==> src/rtl/kinnow_pkg.sv <==
// Shared kinnow display-path types and the RGB333 <-> palette-index mapping.
// Write side (pal_encode) and scan-out side (pal_decode) share this definition.
package kinnow_pkg;

  typedef struct packed {
    logic [2:0] r;
    logic [2:0] g;
    logic [2:0] b;
  } rgb333_t;

  typedef logic [7:0] pal_idx_t;

  localparam int unsigned PIX_PER_WORD = 4;

  // R[0] has no slot in the index; scan-out regenerates it from B[0].
  function automatic pal_idx_t pal_encode(input rgb333_t c);
    return {c.g, c.r[2:1], c.b};
  endfunction

  function automatic rgb333_t pal_decode(input pal_idx_t i);
    rgb333_t c;
    c.r = {i[4:3], i[0]};
    c.g = i[7:5];
    c.b = i[2:0];
    return c;
  endfunction

endpackage

==> src/rtl/rgb_index_packer.sv <==
// Framebuffer write-side encoder: RGB333 pixels -> palette indices, packed four
// per 32-bit word and written to sequential framebuffer word addresses.
module rgb_index_packer
  import kinnow_pkg::*;
#(
  parameter int unsigned ADDR_W  = 17,
  parameter int unsigned FB_BASE = 0
) (
  input  logic              clk,
  input  logic              rst_n,
  input  logic              pix_valid,
  output logic              pix_ready,
  input  logic [8:0]        pix_rgb,
  input  logic              pix_last,
  input  logic              restart,
  output logic              wr_valid,
  input  logic              wr_ready,
  output logic [ADDR_W-1:0] wr_addr,
  output logic [31:0]       wr_data,
  output logic [3:0]        wr_strb,
  output logic              frame_done
);

  typedef logic [ADDR_W-1:0] addr_t;
  localparam addr_t BASE = addr_t'(FB_BASE);

  logic [1:0]  lane;
  logic [23:0] acc;
  logic        last_pend;
  logic        rewind_pend;
  logic        pix_fire;
  logic        wr_fire;
  logic        word_done;
  pal_idx_t    idx;
  logic [31:0] word_next;
  logic [3:0]  strb_next;

  assign pix_ready = (!wr_valid || wr_ready) && !restart;
  assign pix_fire  = pix_valid && pix_ready;
  assign wr_fire   = wr_valid && wr_ready;
  assign idx       = pal_encode(rgb333_t'(pix_rgb));
  assign word_done = pix_fire && (lane == 2'd3 || pix_last);

  // acc bytes above the current lane are always zero, so a short word is
  // already zero-filled in its unused bytes.
  always_comb begin
    word_next = {8'h00, acc};
    strb_next = 4'b1111;
    case (lane)
      2'd0: begin word_next[7:0]   = idx; strb_next = 4'b0001; end
      2'd1: begin word_next[15:8]  = idx; strb_next = 4'b0011; end
      2'd2: begin word_next[23:16] = idx; strb_next = 4'b0111; end
      default: word_next[31:24] = idx;
    endcase
  end

  always_ff @(posedge clk or negedge rst_n) begin
    if (!rst_n) begin
      lane        <= '0;
      acc         <= '0;
      last_pend   <= 1'b0;
      rewind_pend <= 1'b0;
      wr_valid    <= 1'b0;
      wr_addr     <= BASE;
      wr_data     <= '0;
      wr_strb     <= '0;
      frame_done  <= 1'b0;
    end else begin
      frame_done <= 1'b0;
      if (wr_fire) begin
        wr_valid    <= 1'b0;
        last_pend   <= 1'b0;
        rewind_pend <= 1'b0;
        wr_addr     <= (last_pend || rewind_pend) ? BASE : wr_addr + addr_t'(1);
        frame_done  <= last_pend && !restart;
      end
      // A restart while a word is stalled lets that word keep its address;
      // the rewind is deferred to its handshake via rewind_pend.
      if (restart) begin
        lane      <= '0;
        acc       <= '0;
        last_pend <= 1'b0;
        if (wr_valid && !wr_ready) rewind_pend <= 1'b1;
        else                       wr_addr     <= BASE;
      end else if (pix_fire) begin
        if (word_done) begin
          wr_data   <= word_next;
          wr_strb   <= strb_next;
          wr_valid  <= 1'b1;
          last_pend <= pix_last;
          lane      <= '0;
          acc       <= '0;
        end else begin
          case (lane)
            2'd0:    acc[7:0]   <= idx;
            2'd1:    acc[15:8]  <= idx;
            default: acc[23:16] <= idx;
          endcase
          lane <= lane + 2'd1;
        end
      end
    end
  end

endmodule

==> config.mk <==
export PLATFORM = sky130hd
export DESIGN_NAME = rgb_index_packer
export DESIGN_NICKNAME = d
export VERILOG_FILES = /design/src/rtl/kinnow_pkg.sv /design/src/rtl/rgb_index_packer.sv
export SDC_FILE = /design/constraint.sdc
export NUM_CORES = 1
export LEC_CHECK = 0
export BUFFER_PORTS_ARGS = -buffer_cell sky130_fd_sc_hd__buf_2
export CORE_ASPECT_RATIO = 1.2
export CORE_MARGIN = 2
export CORE_UTILIZATION = 55
export CTS_CLUSTER_SIZE = 14
export DETAILED_ROUTE_END_ITERATION = 10
export GPL_TIMING_DRIVEN = 0
export PLACE_DENSITY = 0.83
export RECOVER_POWER = 25
export SETUP_SLACK_MARGIN = 0.1
export SLEW_MARGIN = 0
export SYNTH_ARGS = -nofsm -noshare
export SYNTH_HDL_FRONTEND = slang
export SYNTH_SLANG_ARGS = --single-unit
==> constraint.sdc <==
create_clock -name clk -period 2.6 [get_ports clk]
set_clock_uncertainty 0.15 [all_clocks]
set_input_delay 0.39 -clock clk [delete_from_list [all_inputs] [get_ports clk]]
set_output_delay 0.39 -clock clk [all_outputs]
set_load 0.005 [all_outputs]
Word level (Yosys, flattened, before mapping):

Cells that the tools add are included.

* memories: 0
* bits in latches: 0
* memory bits (read-only): 0
* register bits after elaboration: 83
* word-level logic and storage cells: 63
* memory bits (writable): 0

* shifts and indexed selects: 0
* muxes and demuxes: 28
* add/subtract/negate cells: 2
* bitwise logic cells: 1
* order comparisons: 0
* equal/unequal tests: 4
* $mul: 0
* div/mod/pow operators: 0
* reduce and logical (&&, ||, !) cells: 18

Operators by type and width (number)
* 24-bit two-way mux: 3
* 17-bit two-way mux: 4
* 8-bit two-way mux: 5
* 17-bit by 1-bit adder with 17-bit output, second input constant: 1
* 1-bit two-way mux: 12
* 4-bit one-hot mux with 3 select lines: 1
* 1-bit logical AND: 6
* 2-bit two-way mux: 3
* 2-bit == test, second input constant: 2
* 1-bit zero test: 3
* 1-bit logical OR: 3
* 3-bit by 1-bit != test with 1-bit output, second input constant: 1
* 3-bit AND reduction: 1
* 3-bit OR reduction: 1
* 2-bit by 1-bit adder with 2-bit output, second input constant: 1
* 2-bit by 1-bit == test with 1-bit output, second input constant: 1
* 2-bit zero test: 1
* 2-bit AND reduction: 1
* 2-bit nonzero test: 1
* 2-bit OR reduction: 1
* 1-bit inverter: 1

Longest topological paths before layout:

Gate-level depths: netlist of the first run.

* word-level depth: 8
* mapped depth: 7
* mapped depth without buffers: 5

Least setup slack after synthesis of the first run:

No wires, ideal clock.

* path kind: flip-flop to flip-flop
* start point: register lane[0]
* end point: register acc[16]
* arrival: 1651 ps
* data required time: 2383 ps
* period minus slack after synthesis: 1868 ps
* stages on the path, launching flop included: 5
* path slack: 732 ps
* path through: dfrtp_1 -> ha_1 -> or2_2 -> nor4b_2 -> a22o_1

* word-level cells in the longest chain between the ends: 6

RTL lines
* start: declaration: line rgb_index_packer.sv:27 `logic [1:0] lane;`
* start signal: assignment: line rgb_index_packer.sv:99 `lane <= lane + 2'd1;`
* 2-bit == test: line rgb_index_packer.sv:42 `assign word_done = pix_fire && (lane == 2'd3 || pix_last);`
* 1-bit logical OR: line rgb_index_packer.sv:42
* 1-bit logical AND: line rgb_index_packer.sv:42
* 24-bit two-way mux: line rgb_index_packer.sv:86 `if (word_done) begin`
* 24-bit two-way mux: line rgb_index_packer.sv:85 `end else if (pix_fire) begin`
* 24-bit two-way mux: line rgb_index_packer.sv:79 `if (restart) begin`
* end signal: assignment: line rgb_index_packer.sv:97 `default: acc[23:16] <= idx;`
* end: declaration: line rgb_index_packer.sv:28 `logic [23:0] acc;`

Several ways; a longest one is shown, not always the timed one. The select of a mux whose other input is x is not followed.
A chain may end at the register's enable or synchronous reset.

Worst setup path in the final report of the first run:

* start point: register lane[0]
* end point: register wr_data[23]

* word-level cells in the longest chain between the ends: 4

RTL lines
* 2-bit == test: line rgb_index_packer.sv:42
* 1-bit logical OR: line rgb_index_packer.sv:42
* 1-bit logical AND: line rgb_index_packer.sv:42
* 3-bit AND reduction (no source line)
* end signal: assignment: line rgb_index_packer.sv:87 `wr_data <= word_next;`
* end: declaration: line rgb_index_packer.sv:19 `output logic [31:0] wr_data,`

Several ways; a longest one is shown, not always the timed one.

==> results.toml, run 1 <==
[place]
hpwl_um = 6080
dpl_cell_area_sq_mm = 0.00419
buffer_ports.inserted = 68
place_inst = 504
gp_congestion = 0.824
post-place-ws_ns = 0.420

[cts]
clkTransAtPathRegs_ns = 0.08
cts_made_buffers = 9
clk_latency_ns = 0.35
postCtsHoldBufs = 1
clkSinkCount = 83
clock-root-buffer = "clkbuf_8"
cts_tree = "built"
cts_resized = 0
cts_setup_buffers = 0
ctsLongestPathBuffers = 2
htreeDepth = 3

[drt]
via_count = 3045
detail-route-antenna-nets = 0
avgViaCountPerCell = 5.84
wl_met1_um = 3910
drc = 0
routedWlPerCell_um = 17.0
routed.top_layer = "met4"
dr.pass1.iters = 4
dr_wl_met2_um = 4290
wirelength_um = 8870
dr_wl_met3_um = 529
drt_iter0_markers = 230

[sta]
fin_hold_ws_ns = 0.212
fin_ws_ns = 0.393
period_minus_slack_ns = 2.21
max_freq_ghz = 0.453
fin_crit_sh = 0.849
finalSetupViolations = 0
tns_ns = 0
drv_slew = 0
worst_pin_slew_ns = 1.07
hold_viol = 0
rsz0062_at_grt = "false"
relSlewSlack = 0.289

[run_status]
run_status = "finished, final reports clean"

[synth]
ys_ff_latch = 83
synth_compound_area_frac = 0.166
synth_fa_ha_area_frac = 0.0202
synth-seq-area-share = 0.558
yosysWarningCount = 0
ys_top_cells_by_area = "dfrtp_1 (56%), a22o_1 (5.6%), mux2i_1 (4.3%)"
synth_top_area_frac = 0.558
syn_area_sq_mm = 0.00372
synth_cells = 350
synth_top_family_by_area = "compound AO/OA/AOI/OAI gates"
synthSimpleGateAreaFrac = 0.144
post_synth_xor_area_fraction = 0.0259
syn_nets = 371
yosysUniqueCellTypes = 44
yosys.area.top_type = "dfrtp_1"
synthMuxAreaShare = 0.0461
syn_area_per_cell_sq_um = 10.6

[setup_path]
crit_chain = "ha_1 > or2_2 > nand4_1 > clkbuf_1 > o21ai_0"
reg2reg_from = "lane[0]"
worst-path-buf-inv = 1
crit_family = "simple AND/OR/NAND/NOR gates"
r2r_end = "wr_data[23]"
start_kind = "flip-flop"
cp_max_fo = 10
cp-end-kind = "flip-flop"
cp.arrival_ns = 2.27
crit_cells = 5
crit_start = "lane[0]"
ff2ff_setup_slack_ns = 0.39
critical_path_class = "flip-flop to flip-flop"
rr_worst_depth = 5
slowest_delay_ns = 0.45
cp_slowest_cell = "clkbuf_1"
crit_required_ns = 2.66

[layout]
final_nets = 452
stdcell_area_sq_mm = 0.00441
instances_no_fill = 521
diodes = 0
synthToLayoutAreaGrowth_pct = 18.6
fin_util = 0.680
drive_gt1_frac = 0.218
n_fill_cell = 530

[floorplan]
ios = 71
die_w_um = 79.1
die_area_sq_mm = 0.00744
coreArea_sq_mm = 0.00649
die_h_um = 94.1
initial_core_util = 0.574
placementRows = 32

[flow_run]
max_cap_violations = 0

[grt]
antenna_found_initial = 0
track_usage = 0.252
grt_max_degree = 44
grt_remaining_overflow = 0
grt_pass1_wl_um = 14300
grt_pass1_vias = 2943

[worst_hold_path]
whs_endpoint = "last_pend"
holdPathStages = 3
hp-start = "pix_last"
hold_path.class = "primary input to flip-flop"

[power_and_ir_drop]
power_mw = 2.69
ir_worst_vdd_mv = 0.435
cellPowerDensity_mw_per_mm2 = 611
p_leak_nw = 2.17
==> area by class of cell <==
type                    instances  area [sq um]  share of cell area
flip-flops and latches         83          2080               0.471
clock buffers                  12           145              0.0329
multi-input cells             232          1500               0.340
inverters                      14          52.6              0.0119
repair buffers                 70           367              0.0831
well taps                      85           106              0.0241
clock inverters                 4          73.8              0.0167
plain buffers                  21          91.3              0.0207
==> worst max-delay path by stage <==
stage | endpoint
after floorplan | acc[16]
after detailed placement | wr_data[23]
final | wr_data[23]
after global routing | wr_data[23]
after global placement | wr_data[31]
after CTS | wr_data[23]
==> where the power goes <==
part	leakage [nW]	total (mW)	internal, mW	switching [mW]
Combinational	0.929	0.287	0.103	0.184
Sequential	1.13	1.39	1.35	0.0384
Clock	0.111	1.02	0.569	0.448
Total	2.17	2.69	2.02	0.670
==> cells in the mapped netlist, drive strengths merged <==
| library cell | n |
|---|---|
| and3 | 2 |
| nand4 | 8 |
| nor2 | 26 |
| xor2 | 10 |
| and3b | 1 |
| a32oi | 1 |
| and2 | 3 |
| or2b | 1 |
| and4 | 5 |
| o21ai | 32 |
| or4 | 1 |
| a21o | 1 |
| nand3 | 6 |
| ha | 6 |
| nand2 | 38 |
| o32ai | 8 |
| xnor2 | 1 |
| nor2b | 2 |
| clkbuf | 15 |
| a31oi | 8 |
| mux2 | 1 |
| dfrtp | 83 |
| a22o | 24 |
| or3 | 3 |
| o31ai | 1 |
| inv | 14 |
| a21oi | 21 |
| nor4 | 1 |
| nor3 | 1 |
| buf | 6 |
| nor4b | 1 |
| mux2i | 16 |
| or2 | 1 |
| nand2b | 1 |
| nor4bb | 1 |
==> routing by layer <==
layer | up-vias | GRT usage
li1 | 1409 | -
met1 | 1497 | 0.333
met2 | 125 | 0.402
met3 | 14 | 0.0615
met4 | 0 | 0.0991
met5 | - | 0
==> logic make-up (layout without fill, tap and decap cells) <==
family                     count (synthesis)  count (layout)
AOI/OAI and AO/OA                         96              96
xor gates and xnor gates                  11              11
adders and majority gates                  6               6
buffers and inverters                     35             121
DFF                                       83              83
muxes                                     17              17
and+or+nand+nor                          102             102
==> placed cells by master (no fill, tap or decap), types with 2 or more instances in the layout <==
master,instances
dfrtp_1,83
buf_2,67
nand2_1,38
o21ai_0,32
nor2_1,26
a22o_1,24
a21oi_1,21
clkbuf_1,20
mux2i_1,16
inv_1,14
xor2_1,10
clkbuf_8,10
nand4_1,8
a31oi_1,8
o32ai_1,8
ha_1,6
nand3_1,5
and4_1,3
clkbuf_2,2
or3_1,2
and3_1,2
bufinv_16,2
==> state kept, by name (all words and copies together), names as in the netlist <==
register and flops:
last_pend 1, rewind_pend 1, acc 24, wr_valid 1
wr_strb 4, wr_data 32, frame_done 1, wr_addr 17
lane 2
==> worst reg2reg max path: cells and delay by family, from the launching register on <==
family                     cells  cell delay, ns
buffers and inverters          1            0.45
and+or+nand+nor                2            0.58
AOI/OAI and AO/OA              1            0.18
adders and majority gates      1            0.30
DFF                            1            0.42
(Power assumes the default switching activity.)
==> run 2, diff against run 1 <==
Clock period 2.6 ns to 2.15 ns, I/O delays scaled along.
==> results.toml, run 2 (synthesis results as in run 1) <==
[run_status]
run_status = "finished, final reports clean"

[place]
hpwl_um = 6080
buffer_ports.inserted = 68
post-place-ws_ns = -0.0295
gp_congestion = 0.824

[sta]
period_minus_slack_ns = 2.00
drv_slew = 0
max_freq_ghz = 0.499
finalSetupViolations = 0
relSlewSlack = 0.277
hold_viol = 0
worst_pin_slew_ns = 1.08
rsz0062_at_grt = "true"
fin_crit_sh = 0.931
fin_ws_ns = 0.147

[floorplan]
die_h_um = 94.1
ios = 71
coreArea_sq_mm = 0.00649
die_w_um = 79.1
placementRows = 32
initial_core_util = 0.574
die_area_sq_mm = 0.00744

[drt]
wirelength_um = 8930
detail-route-antenna-nets = 0
routedWlPerCell_um = 17.1
drt_iter0_markers = 231
drc = 0
via_count = 3053
avgViaCountPerCell = 5.85
dr.pass1.iters = 4

[layout]
synthToLayoutAreaGrowth_pct = 20.0
largest_reg_flops = 32
final_nets = 453
layout_common_cells = "dfrtp_1 (83), buf_2 (69), nand2_1 (38)"
top_regs = "wr_data (32), acc (24), wr_addr (17)"
top_register = "wr_data"
n_fill_cell = 514
final_common_cell = "dfrtp_1"
diodes = 0
drive_gt1_frac = 0.249

[setup_path]
crit_start = "lane[0]"
slowest_delay_ns = 0.42
cp_slowest_cell = "dfrtp_1"
cp-end-kind = "flip-flop"
crit_chain = "ha_1 > or2_2 > nand4_1 > buf_2 > o21ai_0"
crit_required_ns = 2.22
rr_worst_depth = 5
cp.arrival_ns = 2.08
cp_max_fo = 10
critical_path_class = "flip-flop to flip-flop"
start_kind = "flip-flop"
reg2reg_from = "lane[0]"

[power_and_ir_drop]
p_leak_nw = 2.21
ir_worst_vdd_mv = 0.502
cellPowerDensity_mw_per_mm2 = 732
power_mw = 3.27

[cts]
clk_latency_ns = 0.35
clkSinkCount = 83
cts_tree = "built"
ctsLongestPathBuffers = 2
cts_made_buffers = 9
htreeDepth = 3
clock-root-buffer = "clkbuf_8"
clkTransAtPathRegs_ns = 0.08

[grt]
grt_remaining_overflow = 0
track_usage = 0.254
antenna_found_initial = 0
grt_max_degree = 44
grt_pass1_vias = 2959
grt_pass1_wl_um = 14400

[flow_run]
max_cap_violations = 0

[worst_hold_path]
hold_path.class = "primary input to flip-flop"
hp-start = "pix_last"
holdPathStages = 3
-- run 2: cell count changes in the layout (fill, tap and decap cells not counted), sizes merged --
cell    change
clkbuf      -2
buf         +3
-- run 2: layout make-up --
type,instances,area (sq um),share of cell area
Timing Repair Buffer,71,373,0.0835
Inverter,14,52.6,0.0118
Buffer,21,115,0.0258
Clock buffer,12,145,0.0325
Sequential cell,83,2080,0.465
Multi-Input combinational cell,232,1520,0.341
Tap cell,85,106,0.0238
Clock inverter,4,73.8,0.0165
-- run 2: routing by layer --
layer  wire length [um]  GRT usage
met5                  0          0
met4                146     0.0991
met3                575     0.0615
met2               4360      0.406
met1               3850      0.335
-- run 2: what timing repair did --
item | 4_1_cts | 5_1_grt
pin swaps | 0 | 1
gates resized for setup | 11 | 16
endpoints found under the hold margin | 42 | 0
endpoints found under the setup margin | 50 | 40
hold buffers | 1 | 0
buffers inserted | 0 | 1
-- run 2: worst max-delay path: cells and delay by family, from the launching register on --
| kind | cells | cell delay, ns |
|---|---|---|
| flip-flops | 1 | 0.42 |
| AO/OA/AOI/OAI | 1 | 0.13 |
| adder cells (fa/ha/maj) | 1 | 0.30 |
| AND/OR/NAND/NOR | 2 | 0.60 |
| buffers and inverters | 1 | 0.27 |
-- run 2: where the power goes --
group | internal [mW] | leakage (nW) | switching [mW]
combinational | 0.131 | 0.964 | 0.227
sequential | 1.64 | 1.13 | 0.0460
clock | 0.688 | 0.111 | 0.543
-- run 2: final timing paths --
| kind | end | slack (ns) |
|---|---|---|
| setup / recovery | wr_data[9] | 0.15 |
| hold / removal | last_pend | 0.14 |
| setup reg to reg | wr_data[9] | 0.15 |
| hold reg to reg | wr_strb[0] | 0.33 |
| max in group asynchronous | acc[13] | 0.52 |
| min in group asynchronous | wr_addr[9] | 0.55 |
-- run 2: through the flow --
stage           util  instance area [sq um]  setup TNS, ns  cells  hold slack, ns
6_report       0.688                   4460              0    522           0.138
5_1_grt        0.688                   4460              0    522           0.136
4_1_cts        0.686                   4450              0    521           0.120
3_5_place_dp   0.646                   4190        -0.0295    504           0.191
3_3_place_gp   0.643                   4170              0    503           0.300
2_1_floorplan      -                   3720              0    350          -0.123
